==> config.mk <==
export PLATFORM = sky130hd
export DESIGN_NAME = hex_display_scheduler_flat
export DESIGN_NICKNAME = d
export VERILOG_FILES = /design/src/rtl/hex_display_scheduler_pkg.sv /design/src/rtl/hex_display_scheduler_if.sv /design/src/rtl/hex_display_scheduler.sv /design/src/flat_wrapper.sv
export SDC_FILE = /design/constraint.sdc
export NUM_CORES = 1
export LEC_CHECK = 0
export ABC_AREA = 1
export ABC_CLOCK_PERIOD_IN_PS = 13260
export CORE_ASPECT_RATIO = 1.2
export CORE_MARGIN = 2
export CORE_UTILIZATION = 40
export DETAILED_ROUTE_END_ITERATION = 8
export GPL_ROUTABILITY_DRIVEN = 0
export PLACE_DENSITY_LB_ADDON = 0.25
export SLEW_MARGIN = 20
export SYNTH_ARGS = -nofsm -noshare
export SYNTH_HDL_FRONTEND = slang
export SYNTH_SLANG_ARGS = --single-unit
==> constraint.sdc <==
create_clock -name clk -period 13.26 [get_ports clk]
set_input_delay 2.652 -clock clk [delete_from_list [all_inputs] [get_ports clk]]
set_output_delay 2.652 -clock clk [all_outputs]
set_load 0.02 [all_outputs]
==> src/rtl/hex_display_scheduler_pkg.sv <==
// Shared definitions for the hex display scheduler.
//   state_e          : scheduler FSM states (idle, nibble scan, commit)
//   NumDigitsDefault : default number of 7-segment digits served
//   BlankSeg         : active-low pattern that leaves a digit dark
//   idx_width()      : width of a digit index for a given digit count
package hex_display_scheduler_pkg;

    typedef enum logic [1:0] {
        StIdle   = 2'd0,
        StScan   = 2'd1,
        StCommit = 2'd2
    } state_e;

    localparam int unsigned NumDigitsDefault = 6;
    localparam logic [6:0]  BlankSeg         = 7'h7F;

    // A single-digit build still needs a 1-bit index.
    function automatic int unsigned idx_width(input int unsigned n);
        if (n < 2) begin
            return 1;
        end
        return $clog2(n);
    endfunction

endpackage

==> src/rtl/hex_display_scheduler_if.sv <==
// Bundle of request, decoder and display signals around the hex display scheduler.
//   load, value, lz_en : display request from the CPU/debug datapath
//   dec_x, dec_z       : nibble out to / active-low pattern back from the shared decoder
//   hex_out            : committed active-low patterns, digit i = hex_out[7i+6:7i]
//   busy, done         : scheduler status (done pulses once per commit)
// modport slave  : the scheduler itself
// modport master : the surroundings (requester, shared decoder, display consumer)
interface hex_display_scheduler_if
    import hex_display_scheduler_pkg::*;
#(
    parameter int unsigned NUM_DIGITS = NumDigitsDefault
) ();

    logic                      load;
    logic [4*NUM_DIGITS-1:0]   value;
    logic                      lz_en;
    logic [3:0]                dec_x;
    logic [6:0]                dec_z;
    logic [7*NUM_DIGITS-1:0]   hex_out;
    logic                      busy;
    logic                      done;

    modport slave (
        input  load,
        input  value,
        input  lz_en,
        input  dec_z,
        output dec_x,
        output hex_out,
        output busy,
        output done
    );

    modport master (
        output load,
        output value,
        output lz_en,
        output dec_z,
        input  dec_x,
        input  hex_out,
        input  busy,
        input  done
    );

endinterface

==> src/rtl/hex_display_scheduler.sv <==
// Time-multiplexes one external hex-to-7-segment decoder across NUM_DIGITS displays.
// A load captures a packed hex value; the scan walks the nibbles from the most
// significant down, storing each decoded pattern (or a blank for suppressed leading
// zeros) in a shadow register. All digits are then committed to hex_out in one cycle.
// Ports:
//   clk   : system clock
//   reset : asynchronous, active-high reset
//   bus   : slave side of hex_display_scheduler_if (load/value/lz_en request,
//           dec_x/dec_z decoder loop, hex_out/busy/done outputs)
module hex_display_scheduler
    import hex_display_scheduler_pkg::*;
#(
    parameter int unsigned NUM_DIGITS = NumDigitsDefault,
    parameter logic [6:0]  BLANK_SEG  = BlankSeg
) (
    input  logic                    clk,
    input  logic                    reset,
    hex_display_scheduler_if.slave  bus
);

    localparam int unsigned          IdxW    = idx_width(NUM_DIGITS);
    localparam logic [IdxW-1:0]      LastIdx = IdxW'(NUM_DIGITS - 1);
    localparam int unsigned          ValW    = 4 * NUM_DIGITS;

    state_e                          state_q, state_d;
    logic [IdxW-1:0]                 idx_q, idx_d;
    logic                            suppress_q, suppress_d;
    logic [ValW-1:0]                 job_q, job_d;
    logic                            pend_q, pend_d;
    logic [ValW-1:0]                 pend_value_q, pend_value_d;
    logic                            pend_lz_q, pend_lz_d;
    logic [NUM_DIGITS-1:0][6:0]      shadow_q, shadow_d;
    logic [NUM_DIGITS-1:0][6:0]      hex_q, hex_d;
    logic                            done_q, done_d;

    logic [3:0]                      cur_nib;
    logic                            blank_digit;
    logic [3:0]                      dec_x;

    assign cur_nib = job_q[{idx_q, 2'b00} +: 4];

    always_comb begin
        state_d      = state_q;
        idx_d        = idx_q;
        suppress_d   = suppress_q;
        job_d        = job_q;
        pend_d       = pend_q;
        pend_value_d = pend_value_q;
        pend_lz_d    = pend_lz_q;
        shadow_d     = shadow_q;
        hex_d        = hex_q;
        done_d       = 1'b0;
        dec_x        = 4'h0;
        blank_digit  = 1'b0;

        unique case (state_q)
            StIdle: begin
                if (bus.load) begin
                    job_d      = bus.value;
                    suppress_d = bus.lz_en;
                    idx_d      = LastIdx;
                    state_d    = StScan;
                end
            end

            StScan: begin
                dec_x       = cur_nib;
                // Digit 0 always shows, so an all-zero value still reads "0".
                blank_digit = suppress_q && (cur_nib == 4'h0) && (idx_q != '0);
                shadow_d[idx_q] = blank_digit ? BLANK_SEG : bus.dec_z;
                if (cur_nib != 4'h0) begin
                    suppress_d = 1'b0;
                end
                if (idx_q == '0) begin
                    state_d = StCommit;
                end else begin
                    idx_d = idx_q - IdxW'(1);
                end
                if (bus.load) begin
                    pend_d       = 1'b1;
                    pend_value_d = bus.value;
                    pend_lz_d    = bus.lz_en;
                end
            end

            StCommit: begin
                hex_d  = shadow_q;
                done_d = 1'b1;
                if (bus.load) begin
                    // A load at this edge is newer than anything pending, so it
                    // supersedes the pending job rather than queueing behind it.
                    job_d      = bus.value;
                    suppress_d = bus.lz_en;
                    idx_d      = LastIdx;
                    pend_d     = 1'b0;
                    state_d    = StScan;
                end else if (pend_q) begin
                    job_d      = pend_value_q;
                    suppress_d = pend_lz_q;
                    idx_d      = LastIdx;
                    pend_d     = 1'b0;
                    state_d    = StScan;
                end else begin
                    state_d = StIdle;
                end
            end

            default: begin
                state_d = StIdle;
            end
        endcase
    end

    always_ff @(posedge clk or posedge reset) begin
        if (reset) begin
            state_q      <= StIdle;
            idx_q        <= '0;
            suppress_q   <= 1'b0;
            job_q        <= '0;
            pend_q       <= 1'b0;
            pend_value_q <= '0;
            pend_lz_q    <= 1'b0;
            shadow_q     <= {NUM_DIGITS{BLANK_SEG}};
            hex_q        <= {NUM_DIGITS{BLANK_SEG}};
            done_q       <= 1'b0;
        end else begin
            state_q      <= state_d;
            idx_q        <= idx_d;
            suppress_q   <= suppress_d;
            job_q        <= job_d;
            pend_q       <= pend_d;
            pend_value_q <= pend_value_d;
            pend_lz_q    <= pend_lz_d;
            shadow_q     <= shadow_d;
            hex_q        <= hex_d;
            done_q       <= done_d;
        end
    end

    assign bus.dec_x   = dec_x;
    assign bus.hex_out = hex_q;
    assign bus.busy    = (state_q != StIdle);
    assign bus.done    = done_q;

endmodule

==> src/flat_wrapper.sv <==
// flat-port wrapper written by rule: the top's interface ports become plain ports
module hex_display_scheduler_flat import hex_display_scheduler_pkg::*;
#(
    parameter int unsigned NUM_DIGITS = NumDigitsDefault,
    parameter logic [6:0]  BLANK_SEG  = BlankSeg
)
  (clk, reset, bus_load, bus_value, bus_lz_en, bus_dec_z, bus_dec_x, bus_hex_out, bus_busy, bus_done);
  hex_display_scheduler_if #(.NUM_DIGITS(NUM_DIGITS)) bus_i ();
  input  logic clk;
  input  logic reset;
  input wire logic [$bits(bus_i.load)-1:0] bus_load;
  input wire logic [$bits(bus_i.value)-1:0] bus_value;
  input wire logic [$bits(bus_i.lz_en)-1:0] bus_lz_en;
  input wire logic [$bits(bus_i.dec_z)-1:0] bus_dec_z;
  output wire logic [$bits(bus_i.dec_x)-1:0] bus_dec_x;
  output wire logic [$bits(bus_i.hex_out)-1:0] bus_hex_out;
  output wire logic [$bits(bus_i.busy)-1:0] bus_busy;
  output wire logic [$bits(bus_i.done)-1:0] bus_done;
  assign bus_i.load = bus_load;
  assign bus_i.value = bus_value;
  assign bus_i.lz_en = bus_lz_en;
  assign bus_i.dec_z = bus_dec_z;
  assign bus_dec_x = bus_i.dec_x;
  assign bus_hex_out = bus_i.hex_out;
  assign bus_busy = bus_i.busy;
  assign bus_done = bus_i.done;
  hex_display_scheduler #(.NUM_DIGITS(NUM_DIGITS), .BLANK_SEG(BLANK_SEG)) u_core (.clk(clk), .reset(reset), .bus(bus_i));
endmodule
==> results of run 1 <==
## worst max-delay path, stage by stage, from the launching register on
cell             delay, ps
dfrtp_1                640
inv_2                  230
nand2_1                120
nand3_1                100
nand3_2                140
nand2_1                 90
inv_1                   80
clkdlybuf4s50_1        600
## Yosys cell counts
cell type	number	area share [%]
inv_2	4	0.24
buf_6	2	0.36
buf_2	4	0.32
clkbuf_1	17	1.0
dfstp_2	84	35
inv_1	79	4.7
buf_1	2	0.12
nand3_1	13	1.0
o211ai_1	24	2.9
a21oi_1	1	0.080
ha_1	6	1.2
nand2_1	345	21
o311ai_0	1	0.14
nand3b_4	1	0.32
dfrtp_1	57	23
clkinv_1	1	0.060
nand2_2	1	0.10
nand2_4	7	1.3
o22ai_1	2	0.20
o21ai_0	42	3.4
nand3_2	6	0.96
nor2_2	6	0.60
buf_4	2	0.24
o21ai_1	12	0.96
nor2_4	3	0.54
nor2_1	10	0.60
a221oi_1	1	0.14
## final timing paths
path / start / end / slack [ps] / cells after the start
max: u_core.idx_q[0] / bus_dec_x[3] / 8190 / 7
min: u_core.bus.hex_out[30] / u_core.bus.hex_out[30] / 460 / 2
max reg2reg: u_core.state_q[0] / u_core.idx_q[2] / 10770 / 11
min reg2reg: u_core.bus.hex_out[30] / u_core.bus.hex_out[30] / 460 / 2
max in group asynchronous: reset / u_core.pend_value_q[14] / 9100 / 3
min in group asynchronous: reset / u_core.pend_value_q[15] / 2840 / 2
## routing by layer
metal / vias to the layer above / wire length (µm) / part of all wire [%] / global-route usage [%]
li1: 2426 / - / - / -
met1: 2128 / 6000 / 47 / 21.1
met2: 101 / 6080 / 48 / 26.3
met3: 9 / 562 / 4.4 / 3.76
met4: 0 / 141 / 1.1 / 7.55
met5: - / 0 / 0 / 0
## cell type report
type	instances	area, µm²
clock buffer	18	429
clock inverter	14	110
fill	1505	7640
inverter	84	318
multi-input combinational	481	2200
sequential	141	3630
tap	208	260
timing repair buffer	88	866
## registers in the layout, indices dropped and copies added, names as in the netlist
signal               flops
u_core.bus.done          1
u_core.idx_q             3
u_core.state_q           2
u_core.pend_value_q     24
u_core.shadow_q         42
u_core.job_q            24
u_core.pend_q            1
u_core.pend_lz_q         1
u_core.bus.hex_out      42
u_core.suppress_q        1
## placed cells by master, fill, tap and decap left out, types with 2 or more instances in the layout
cell type / instances
nand2_1: 345
dfstp_2: 84
clkdlybuf4s50_1: 82
inv_1: 78
dfrtp_1: 57
o21ai_0: 42
o211ai_1: 24
clkbuf_16: 17
nand3_1: 13
o21ai_1: 12
nor2_1: 9
nor2_2: 7
nand2_4: 7
nand3_2: 6
ha_1: 6
buf_4: 6
inv_2: 4
inv_4: 4
inv_6: 4
clkinvlp_4: 4
nor2_4: 3
clkinv_4: 3
o22ai_1: 2
## per-stage QoR
stage,total power [W],std cells,cell area [µm²],util [%]
4_1_cts,0.00211,1034,7810,50.6
2_1_floorplan,0.00139,733,6270,-
5_1_grt,0.00225,1034,7810,50.6
3_5_place_dp,0.00167,1002,7270,47.1
3_3_place_gp,0.00165,1002,7270,47.1
6_report,0.00208,1034,7810,50.6
## power by group through the flow
stage / clock (W) / sequential [W] / combinational (W)
floorplan: 0 / 0.000917 / 0.000477
global placement: 0 / 0.000848 / 0.000802
detailed placement: 0 / 0.000851 / 0.000816
CTS: 0.000440 / 0.000847 / 0.000820
global route: 0.000462 / 0.000876 / 0.000910
finish: 0.000428 / 0.000845 / 0.000803
## cell families after synthesis
group	synth area share, %
simple gates	26.1
buf+inv	7.08
fa+ha+maj	1.20
flops	57.9
compound gates	7.74
==> results.toml, run 1 <==
[yosys]
ys_seq_elements = 141
yosys_warnings = 0
synth_nets = 774
syn-cell-area_um2 = 6270
ys_types = 27
syn_inst = 733
postSynthAreaPerCell_um2 = 8.56
synth-seq-area-share_pct = 57.9

[cts]
cts.repair.resized = 0
worst_setup_hold_path_clk_slew_ps = 60
cts_sinks = 141
h-tree-depth = 4
clock_path_buffers = 2
post_cts_buffers = 0
cts_buffers = 17
cts_tree = "done"
cts_root_buf = "clkbuf_16"
cts-hold-fix-buffers = 0
clkLatencyLatePin_ps = 420

[drt]
drcViolationCount = 0
firstDrtPassIters = 5
num_vias = 4664
avgRoutedWirePerCell_um = 12.4
ant_nets = 0
avgViaCountPerCell = 4.51
drt_iter0_markers = 287
drt_wl_total_um = 12800

[global_routing]
grt_pass1_vias = 4537
grt_usage_pct = 16.4
antenna_found_initial = 0
grt_pass1_wl_um = 21700
grt-ovfl-total = 0
grt_max_degree = 80

[timing]
setup_slack_ps = 8190
tightestPinTransition_ps = 974
fmaxAchievable_mhz = 197
skew_ps = 8.31
rsz0062_at_grt = "false"
slew-limit-headroom_pct = 35.1
hold_ws_ps = 459
drv_slew = 0
finalHoldViolCount = 0
setup_viol = 0
fin_tns_setup_ps = 0
finalCriticalPeriod_ps = 5070
layout_worst_path_cycle_share_pct = 38.3

[worst_setup_path]
start_kind = "flip-flop"
critPathRequiredTime_ps = 10610
worstSetupPathType = "flip-flop to output port"
crit_arrival_ps = 2420
critPathMaxFanout = 15
critPathCaptureType = "output port"

[floorplanning]
io_pins = 83
die_h_um = 141
core_area_um2 = 15500
fp-row-count = 50
die_x_um = 118
die-area_um2 = 16700
initial_core_util_pct = 40.6

[flow_run]
cap_violations = 0

[finish]
num-nets-final = 854
syn2layout_area_growth_pct = 24.6
n_antenna_cell = 0
drive_gt1_share_pct = 18.3

[power]
vdd_drop_max_uv = 111
intPower_w = 0.00130
clock_power_share_pct = 20.6
p_switching_w = 0.000779
leakage_nw = 3.83
switching_share_pct = 37.5
p_per_area_nw_per_um2 = 266
comb_power_share_pct = 38.7
sequentialPowerShare_pct = 40.7

[place]
dp_hpwl_um = 8640
port_buffers = 82
post-place-ws_ps = 8200

[hold_path]
hold_class = "flip-flop to flip-flop"

[run_status]
status = "finished clean"
(Power assumes the default switching activity.)
==> run 2: changes to the inputs <==
--- a/config.mk
+++ b/config.mk
@@ -6,7 +6,7 @@
 export NUM_CORES = 1
 export LEC_CHECK = 0
 export ABC_AREA = 1
-export ABC_CLOCK_PERIOD_IN_PS = 13260
+export ABC_CLOCK_PERIOD_IN_PS = 4200
 export CORE_ASPECT_RATIO = 1.2
 export CORE_MARGIN = 2
 export CORE_UTILIZATION = 40
==> constraint.sdc (replaced) <==
create_clock -name clk -period 4.2 [get_ports clk]
set_input_delay 0.84 -clock clk [delete_from_list [all_inputs] [get_ports clk]]
set_output_delay 0.84 -clock clk [all_outputs]
set_load 0.02 [all_outputs]
==> run 2 against run 1 <==
Via count rose by 1.9%. Clock-buffer cell count rose by 2. Final cell count rose by 0.19%. Flip-flop and latch count did not move. Sequential power rose to 3.2 times the previous value. Final area rose by 0.82%. Largest cell class unchanged.
==> results.toml, run 2 (synthesis results as in run 1) <==
[drt]
avgRoutedWirePerCell_um = 12.9
firstDrtPassIters = 5
avgViaCountPerCell = 4.59
num_vias = 4751
ant_nets = 0
drt_iter0_markers = 282
drt_wl_total_um = 13400
drcViolationCount = 0

[worst_setup_path]
worstSetupPathType = "flip-flop to output port"
critPathMaxFanout = 15
cp_slowest_cell = "dfrtp_1"
critical_path.max_stage_delay_ps = 620
critPathRequiredTime_ps = 3360
crit_path_cell_trace = "inv_2 > nand2_1 > nand3_2 > nand3_2 > nand2_1 > inv_1 > clkdlybuf4s50_1"
crit_arrival_ps = 2330
critPathCaptureType = "output port"
critPathTopFamily = "buffers and inverters"
start_kind = "flip-flop"
cp.buffers_inverters = 3

[timing]
rsz0062_at_grt = "false"
finalCriticalPeriod_ps = 3170
fin_tns_setup_ps = 0
setup_viol = 0
hold_ws_ps = 458
layout_worst_path_cycle_share_pct = 75.4
slew-limit-headroom_pct = 51.1
skew_ps = 6.74
finalHoldViolCount = 0
tightestPinTransition_ps = 731
fmaxAchievable_mhz = 316
drv_slew = 0

[power]
switching_share_pct = 37.1
leakage_nw = 3.87
sequentialPowerShare_pct = 39.9
p_switching_w = 0.00249
vdd_drop_max_uv = 353
intPower_w = 0.00421
comb_power_share_pct = 38.5
clock_power_share_pct = 21.6
total_power_w = 0.00670
p_per_area_nw_per_um2 = 850

[floorplanning]
io_pins = 83
die_x_um = 118
die-area_um2 = 16700
fp-row-count = 50
die_h_um = 141
initial_core_util_pct = 40.6
core_area_um2 = 15500

[finish]
syn2layout_area_growth_pct = 25.6
n_antenna_cell = 0
layoutNonFillerInstCount = 1036
layout_common_cells = "nand2_1, dfstp_2, clkdlybuf4s50_1, inv_1, dfrtp_1"
final_common_cell = "nand2_1"
postLayoutCellArea_um2 = 7880
num-nets-final = 856
drive_gt1_share_pct = 18.5
fillCellCount = 1508

[global_routing]
grt_use_met3_pct = 3.68
grt-ovfl-total = 0
grt_pass1_wl_um = 23100
use_met2_pct = 28.4
grt_max_degree = 73
grt-busiest-layer = "met2"
grt_util_met1_pct = 22.7
grt_pass1_vias = 4659
antenna_found_initial = 0
grt_usage_pct = 17.4

[cts]
cts_tree = "done"
cts_root_buf = "clkbuf_16"
post_cts_buffers = 0
clkLatencyLatePin_ps = 420
cts_buffers = 17
cts-hold-fix-buffers = 0
cts_sinks = 141
clock_path_buffers = 2
worst_setup_hold_path_clk_slew_ps = 60
h-tree-depth = 4
cts.repair.resized = 0

[place]
port_buffers = 82
dp_hpwl_um = 9050
dpl.cell_count = 1004
placed_area_um2 = 7300

[hold_path]
hold_class = "flip-flop to flip-flop"

[run_status]
status = "finished clean"

[flow_run]
cap_violations = 0
run 2: changes by cell type in the layout (fill, tap and decap cells not counted):
cell and delta:
clkbuf_8 +1, buf_12 +1, clkinv_4 -1, buf_4 +1, clkbuf_16 +1, inv_6 -3, bufinv_16 +1, clkinv_2 +2
clkinvlp_4 -1
run 2: final cells by class:
class	count	area [µm²]	area share, %
clock buffers	20	468	5.94
repair buffers	90	893	11.3
flip-flops and latches	141	3630	46.1
multi-input cells	481	2200	27.9
well taps	208	260	3.30
clock inverters	12	106	1.35
inverters	84	319	4.05
run 2: routing by layer:
layer  vias to the layer above  wire (µm)
li1                       2422          -
met1                      2192       6170
met2                       120       6420
met3                        17        548
met4                         0        272
met5                         -          0
run 2: path summary, 6_finish.rpt:
check | start | to | slack (ps) | cells after the start
min reg2reg | u_core.bus.hex_out[3] | u_core.bus.hex_out[3] | 460 | 2
min | u_core.bus.hex_out[3] | u_core.bus.hex_out[3] | 460 | 2
max | u_core.idx_q[0] | bus_dec_x[2] | 1030 | 7
min in group asynchronous | reset | u_core.idx_q[0] | 900 | 2
max in group asynchronous | reset | u_core.job_q[5] | 2370 | 3
max reg2reg | u_core.idx_q[0] | u_core.shadow_q[25] | 2180 | 10
run 2: stage by stage:
step / setup WS (ps) / utilization, %
finish: 1030 / 51.0
global route: 836 / 51.0
CTS: 1000 / 51.0
detailed placement: 1490 / 47.3
global placement: 1490 / 47.3
floorplan: 1670 / -
run 2: power groups by stage:
stage	Clock [W]	Sequential (W)	Combinational, W
2_1_floorplan	0	0.00290	0.00151
3_3_place_gp	0	0.00268	0.00257
3_5_place_dp	0	0.00269	0.00262
4_1_cts	0.00149	0.00268	0.00263
5_1_grt	0.00155	0.00277	0.00291
6_report	0.00145	0.00267	0.00258
run 2: worst register-to-register path: cells and delay by family, from the launching register on:
family | cells | cell delay (ps)
adders and majority gates | 1 | 260
buffers and inverters | 3 | 380
DFF | 1 | 620
and+or+nand+nor | 6 | 720
